`src/rtl/stream_demux_1_to_n.sv`:
```
// Registered 1-to-N stream demultiplexer: each output channel owns a one-entry
// holding register, so a stalled consumer only blocks beats addressed to it.
module stream_demux_1_to_n #(
  parameter int DATA_W = 8,
  parameter int N_OUT  = 4,
  parameter int SEL_W  = $clog2(N_OUT),
  parameter int CNT_W  = 16
) (
  input  logic                    clk,
  input  logic                    rst_n,
  input  logic                    in_valid,
  output logic                    in_ready,
  input  logic [DATA_W-1:0]       in_data,
  input  logic [SEL_W-1:0]        in_sel,
  input  logic                    in_bcast,
  output logic [N_OUT-1:0]        out_valid,
  input  logic [N_OUT-1:0]        out_ready,
  output logic [N_OUT*DATA_W-1:0] out_data,
  output logic                    err_sel,
  output logic [CNT_W-1:0]        drop_cnt
);

  // Handshake: a beat moves when valid & ready are both high at a rising edge;
  // valid never waits on ready, and in_ready depends only on select/broadcast
  // and the downstream out_ready, never on in_valid.

  typedef enum logic {
    EMPTY = 1'b0,
    FULL  = 1'b1
  } ch_state_e;

  ch_state_e         state_q [N_OUT];
  ch_state_e         state_d [N_OUT];
  logic [DATA_W-1:0] data_q  [N_OUT];
  logic [N_OUT-1:0]  free;
  logic [N_OUT-1:0]  load;
  logic              sel_ok;
  logic              sel_free;
  logic              fire;
  logic              bad_fire;

  // Input-side decode: channel capacity, ready, and which channels load.
  always_comb begin
    sel_ok   = (int'(in_sel) < N_OUT);
    sel_free = 1'b0;
    for (int k = 0; k < N_OUT; k++) begin
      free[k] = (state_q[k] == EMPTY) | out_ready[k];
      if (int'(in_sel) == k) sel_free = free[k];
    end
    if (in_bcast)    in_ready = &free;
    else if (sel_ok) in_ready = sel_free;
    else             in_ready = 1'b1;
    fire     = in_valid & in_ready;
    bad_fire = fire & ~in_bcast & ~sel_ok;
    for (int k = 0; k < N_OUT; k++) begin
      load[k] = fire & (in_bcast | (int'(in_sel) == k));
    end
  end

  // Channel FSM state register.
  always_ff @(posedge clk or negedge rst_n) begin
    if (!rst_n) begin
      for (int k = 0; k < N_OUT; k++) state_q[k] <= EMPTY;
    end else begin
      for (int k = 0; k < N_OUT; k++) state_q[k] <= state_d[k];
    end
  end

  // Channel FSM next state; a load wins over a drain so a reload leaves no bubble.
  always_comb begin
    for (int k = 0; k < N_OUT; k++) begin
      state_d[k] = state_q[k];
      if (load[k])                                    state_d[k] = FULL;
      else if (state_q[k] == FULL && out_ready[k])    state_d[k] = EMPTY;
    end
  end

  // Channel FSM outputs.
  always_comb begin
    out_valid = '0;
    out_data  = '0;
    for (int k = 0; k < N_OUT; k++) begin
      out_valid[k]                  = (state_q[k] == FULL);
      out_data[k*DATA_W +: DATA_W]  = data_q[k];
    end
  end

  // Payload registers keep their value after a drain.
  always_ff @(posedge clk or negedge rst_n) begin
    if (!rst_n) begin
      for (int k = 0; k < N_OUT; k++) data_q[k] <= '0;
    end else begin
      for (int k = 0; k < N_OUT; k++) begin
        if (load[k]) data_q[k] <= in_data;
      end
    end
  end

  // Bad-select reporting: one-cycle pulse plus a saturating drop counter.
  always_ff @(posedge clk or negedge rst_n) begin
    if (!rst_n) begin
      err_sel  <= 1'b0;
      drop_cnt <= '0;
    end else begin
      err_sel <= bad_fire;
      if (bad_fire && drop_cnt != {CNT_W{1'b1}}) drop_cnt <= drop_cnt + 1'b1;
    end
  end

endmodule

```
`config.mk`:
```
export PLATFORM = sky130hd
export DESIGN_NAME = stream_demux_1_to_n
export DESIGN_NICKNAME = d
export VERILOG_FILES = /design/src/rtl/stream_demux_1_to_n.sv
export SDC_FILE = /design/constraint.sdc
export NUM_CORES = 1
export LEC_CHECK = 0
export CORE_MARGIN = 10
export CORE_UTILIZATION = 30
export DETAILED_ROUTE_END_ITERATION = 16
export PLACE_DENSITY = 0.67
export SLEW_MARGIN = 30
export SYNTH_ARGS = -nofsm -noshare
export SYNTH_HDL_FRONTEND = slang
export SYNTH_SLANG_ARGS = --single-unit
```
`constraint.sdc`:
```
create_clock -name clk -period 1.9 [get_ports clk]
set_clock_uncertainty 0.05 [all_clocks]
set_input_delay 0.57 -clock clk [delete_from_list [all_inputs] [get_ports clk]]
set_output_delay 0.57 -clock clk [all_outputs]
set_load 0.02 [all_outputs]
```
# Word-level counts from Yosys, hierarchy flattened
# Index checks and enable logic that the tools add are counted.
# W data, S select, Z words.
[totals]
out_inout_bits = 54
ff_bits = 36
inputBits = 18
[classes]
eq_ne = 3
n_mux = 13
n_bitwise = 17
n_reduce_logical = 10
[ops]
columns = ["op", "n"]
rows = [
  ["$mux W1", 13],
  ["$or A1 B1 Y1", 8],
  ["$reduce_bool A2 Y1", 4],
  ["$and A1 B1 Y1", 5],
  ["$eq A2 B2 Y1 const B", 2],
  ["$logic_and A1 B1 Y1", 4],
  ["$not A1 Y1", 4],
  ["$reduce_and A4 Y1", 1],
  ["$eq A2 B1 Y1 const B", 1],
  ["$logic_not A2 Y1", 1],
]

# Depth between registers and ports, before layout
[depth]
word_depth = 10
mapped_depth = 5
mapped_depth_nobuf = 5

# Least setup slack after synthesis
# No wires, ideal clock.
[synth_timing]
path_kind = "input -> output"
from = "input in_sel[0]"
to = "output in_ready"
path_stages = 3
path_buffers = 0
path_slack_ps = -110
required_ps = 1280
arrival_ps = 1390
cell_sequence = "a21oi_2 -> o221ai_2 -> nor2_1"
[synth_between]
elab_chain_cells = 6
[synth_rtl]
columns = ["item", "line", "rtl"]
rows = [
  ["start, declared", "14", "input logic [SEL_W-1:0] in_sel,"],
  ["$logic_not A2 Y1", "48", "if (int'(in_sel) == k) sel_free = free[k];"],
  ["$mux W1 (3 in series)", "48", ""],
  ["$mux W1 (*)", "48", ""],
  ["$mux W1 (*)", "50", "if (in_bcast) in_ready = &free;"],
  ["end, declared", "12", "output logic in_ready,"],
]
# Mark *: on every way between the ends. The rest lies on a longest branch, timed or not.

# Worst setup path after layout
[layout_timing]
from = "input out_ready[3]"
to = "output in_ready"
[layout_between]
elab_chain_cells = 3
[layout_rtl]
columns = ["item", "line", "rtl"]
rows = [
  ["start, declared", "17", "input logic [N_OUT-1:0] out_ready,"],
  ["$or A1 B1 Y1 (*)", "47", "free[k] = (state_q[k] == EMPTY) | out_ready[k];"],
  ["$reduce_and A4 Y1 / $mux W1 (equally long branches)", "50, 48", ""],
  ["$mux W1 (*)", "50", ""],
]
# Marks and branches as above.

==> results_dict.tcl <==
set metrics [dict create \
    vias 1165 \
    synth_cells 113 \
    root_buffer "clkbuf_8" \
    fin_util 0.512 \
    critical_path.cell_chain "dlygate4sd2_1 -> nand2b_4 -> o221ai_4 -> nor2_2 -> buf_6" \
    worstPathArrival_ps 1280 \
    min_period_ps 1900 \
    start_util 0.313 \
    seqPwrFrac 0.361 \
    grt_max_degree 37 \
    cap_violations 0 \
    yosysUniqueCellTypes 21 \
    drt-pass1-iter-count 4 \
    r2r_cells 7 \
    grt_setup_unrepaired "true" \
    die_w_um 93.7 \
    yosys_warnings 0 \
    grt_pass1_wl_um 6820 \
    wl_um 4290 \
    syn_area_um2 1630 \
    hold_path.class "reg2reg" \
    vias_per_cell 4.31 \
    cts_tree "yes" \
    yosys.area.top_type "dfrtp_1" \
    fmax_mhz 525 \
    p_comb_frac 0.420 \
    crit_buf_inv 2 \
    die-area_um2 8790 \
    clk_pin_slew_ps 70 \
    total_power_mw 3.07 \
    worst_slack_ps -3.95 \
    critPathKind "in2out" \
    antenna_found_initial 0 \
    worst-path-max-fanout 2 \
    cts_made_buffers 5 \
    timing_max_transition_violations_final 0 \
    violations "setup timing" \
    fin_cells 270 \
    final_hold_viol_count 0 \
    place_congestion 0.706 \
    cts.sinks 36 \
    hold_depth 1 \
    final-setup-viol-count 1 \
    leakagePower_nw 1.33 \
    min_from "out_data[18]$_DFFE_PN0P_" \
    wl_per_cell_um 15.9 \
    n_fill_cell 454 \
    coreArea_um2 5200 \
    h-tree-depth 2 \
    p_switching_mw 1.05 \
    vdd_drop_max_mv 0.750 \
    end_kind "output port" \
    grt_overflow 0 \
    grtUsageTotal 0.0982 \
    critical_path.top_delay_family "buffers and inverters" \
    post-route-period-util 1.00 \
    clock_path_buffers 2 \
    portBuffers 54 \
    synth-seq-cells 36 \
    fin_setup_tns_ps -3.95 \
    syn_to_final_growth_pct 63.4 \
    status "finished with violations" \
    startpoint_type "input port" \
    drive_above_1_share 0.450 \
    final_common_cell "dfrtp_1" \
    p_per_area_nw_per_um2 1150 \
    cp_slowest_cell "dlygate4sd2_1" \
    row_count 26 \
    grt_pass1_vias 1329 \
    required_ps 1280 \
    clk_latency_ps 290 \
    drt_iter0_drc 16 \
    nets 217 \
    hold_end "out_data[18]$_DFFE_PN0P_" \
    mostFrequentLayoutCells "dfrtp_1 (36), mux2_2 (29), buf_4 (22)" \
    r2r_setup_slack_ps 170 \
    drc_errors 0 \
    r2r-start "out_valid[0]$_DFFE_PN0P_" \
    p_sw_frac 0.341 \
    p_int_mw 2.02 \
    ys_seq_area_frac 0.552 \
    ios 72 \
    netlist_top_cells_area "dfrtp_1 (55%), mux2_2 (21%), buf_4 (7.8%)" \
    dp.cells 260 \
    rr_endpoint "out_data[24]$_DFFE_PN0P_" \
    n_antenna_cell 0 \
    syn_area_per_cell_um2 14.4 \
    postRouteAntennaNets 0 \
    hpwl_um 3170 \
    yosysTopAreaCellShare 0.552 \
    die_y_um 93.7 \
    max_stage_delay_ps 230 \
    power_frac_clock 0.218 \
]
cells in the mapped netlist:
cell / instances
dfrtp_1: 36
mux2_2: 30
buf_4: 17
nand2b_1: 5
nor3_4: 3
o31ai_1: 3
a21oi_2: 2
mux2_1: 2
nand2_1: 2
nor2_1: 2
a21oi_4: 1
conb_1: 1
inv_1: 1
inv_2: 1
nor2b_1: 1
nor4_4: 1
o21ai_2: 1
o21bai_1: 1
o221ai_2: 1
o22ai_2: 1
o41ai_1: 1
final cells by class:
class | count | area (µm²) | share of cell area
Sequential cell | 36 | 901 | 0.338
Inverter | 2 | 7.51 | 0.00282
Clock buffer | 5 | 68.8 | 0.0258
Clock inverter | 3 | 42.5 | 0.0160
Multi-Input combinational cell | 74 | 762 | 0.286
Timing Repair Buffer | 80 | 797 | 0.299
Tap cell | 70 | 87.6 | 0.0328
power groups by stage:
stage	combinational, mW	sequential (mW)	clock, mW
2_1_floorplan	0.368	1.40	0
3_3_place_gp	1.34	1.11	0
3_5_place_dp	1.35	1.12	0
4_1_cts	1.33	1.11	0.696
5_1_grt	1.38	1.14	0.728
6_report	1.29	1.11	0.669
worst max-delay path by stage:
stage                       startpoint                       end  slack [ps]  cells past startpoint
after global routing          in_bcast                  in_ready         -70                      6
after detailed placement     in_sel[0]                  in_ready        -990                      6
after global placement       in_sel[0]                  in_ready        -950                      6
final                     out_ready[3]                  in_ready          -4                      5
after floorplan               in_bcast  out_data[16]$_DFFE_PN0P_           4                      4
after CTS                     in_bcast                  in_ready         -30                      6
metal layers:
metal	global-route usage	vias to the layer above	part of all wire
met3	0.0775	5	0.16
met2	0.147	56	0.43
li1	-	538	-
met4	0.0266	0	0.0072
met1	0.105	566	0.40
met5	0	-	0
metrics by stage:
stage | hold slack (ps) | area [µm²] | setup WS (ps)
after floorplan | 224 | 1710 | 4.42
after global placement | 417 | 2430 | -952
after detailed placement | 436 | 2430 | -990
after CTS | 453 | 2610 | -33.8
after global routing | 461 | 2670 | -66.5
final | 442 | 2670 | -3.95
state kept, by name (all words and copies together) (netlist names):
| signal | cells |
|---|---|
| out_data | 32 |
| out_valid | 4 |
cell families after synthesis:
kind of cell / Yosys count / synth area share
DFF: 36 / 0.552
and+or+nand+nor: 14 / 0.0752
buffers and inverters: 19 / 0.0828
AOI/OAI and AO/OA: 11 / 0.0667
muxes: 32 / 0.221
other: 1 / 0.00230
repair_timing:
| item | 4_1_cts | 5_1_grt |
|---|---|---|
| setup endpoints to repair | 52 | 37 |
| setup buffers | 2 | 0 |
| pin swaps | 5 | 2 |
| hold buffers | 0 | 0 |
| gates resized for setup | 59 | 21 |
Power figures use the tool's default switching activity.
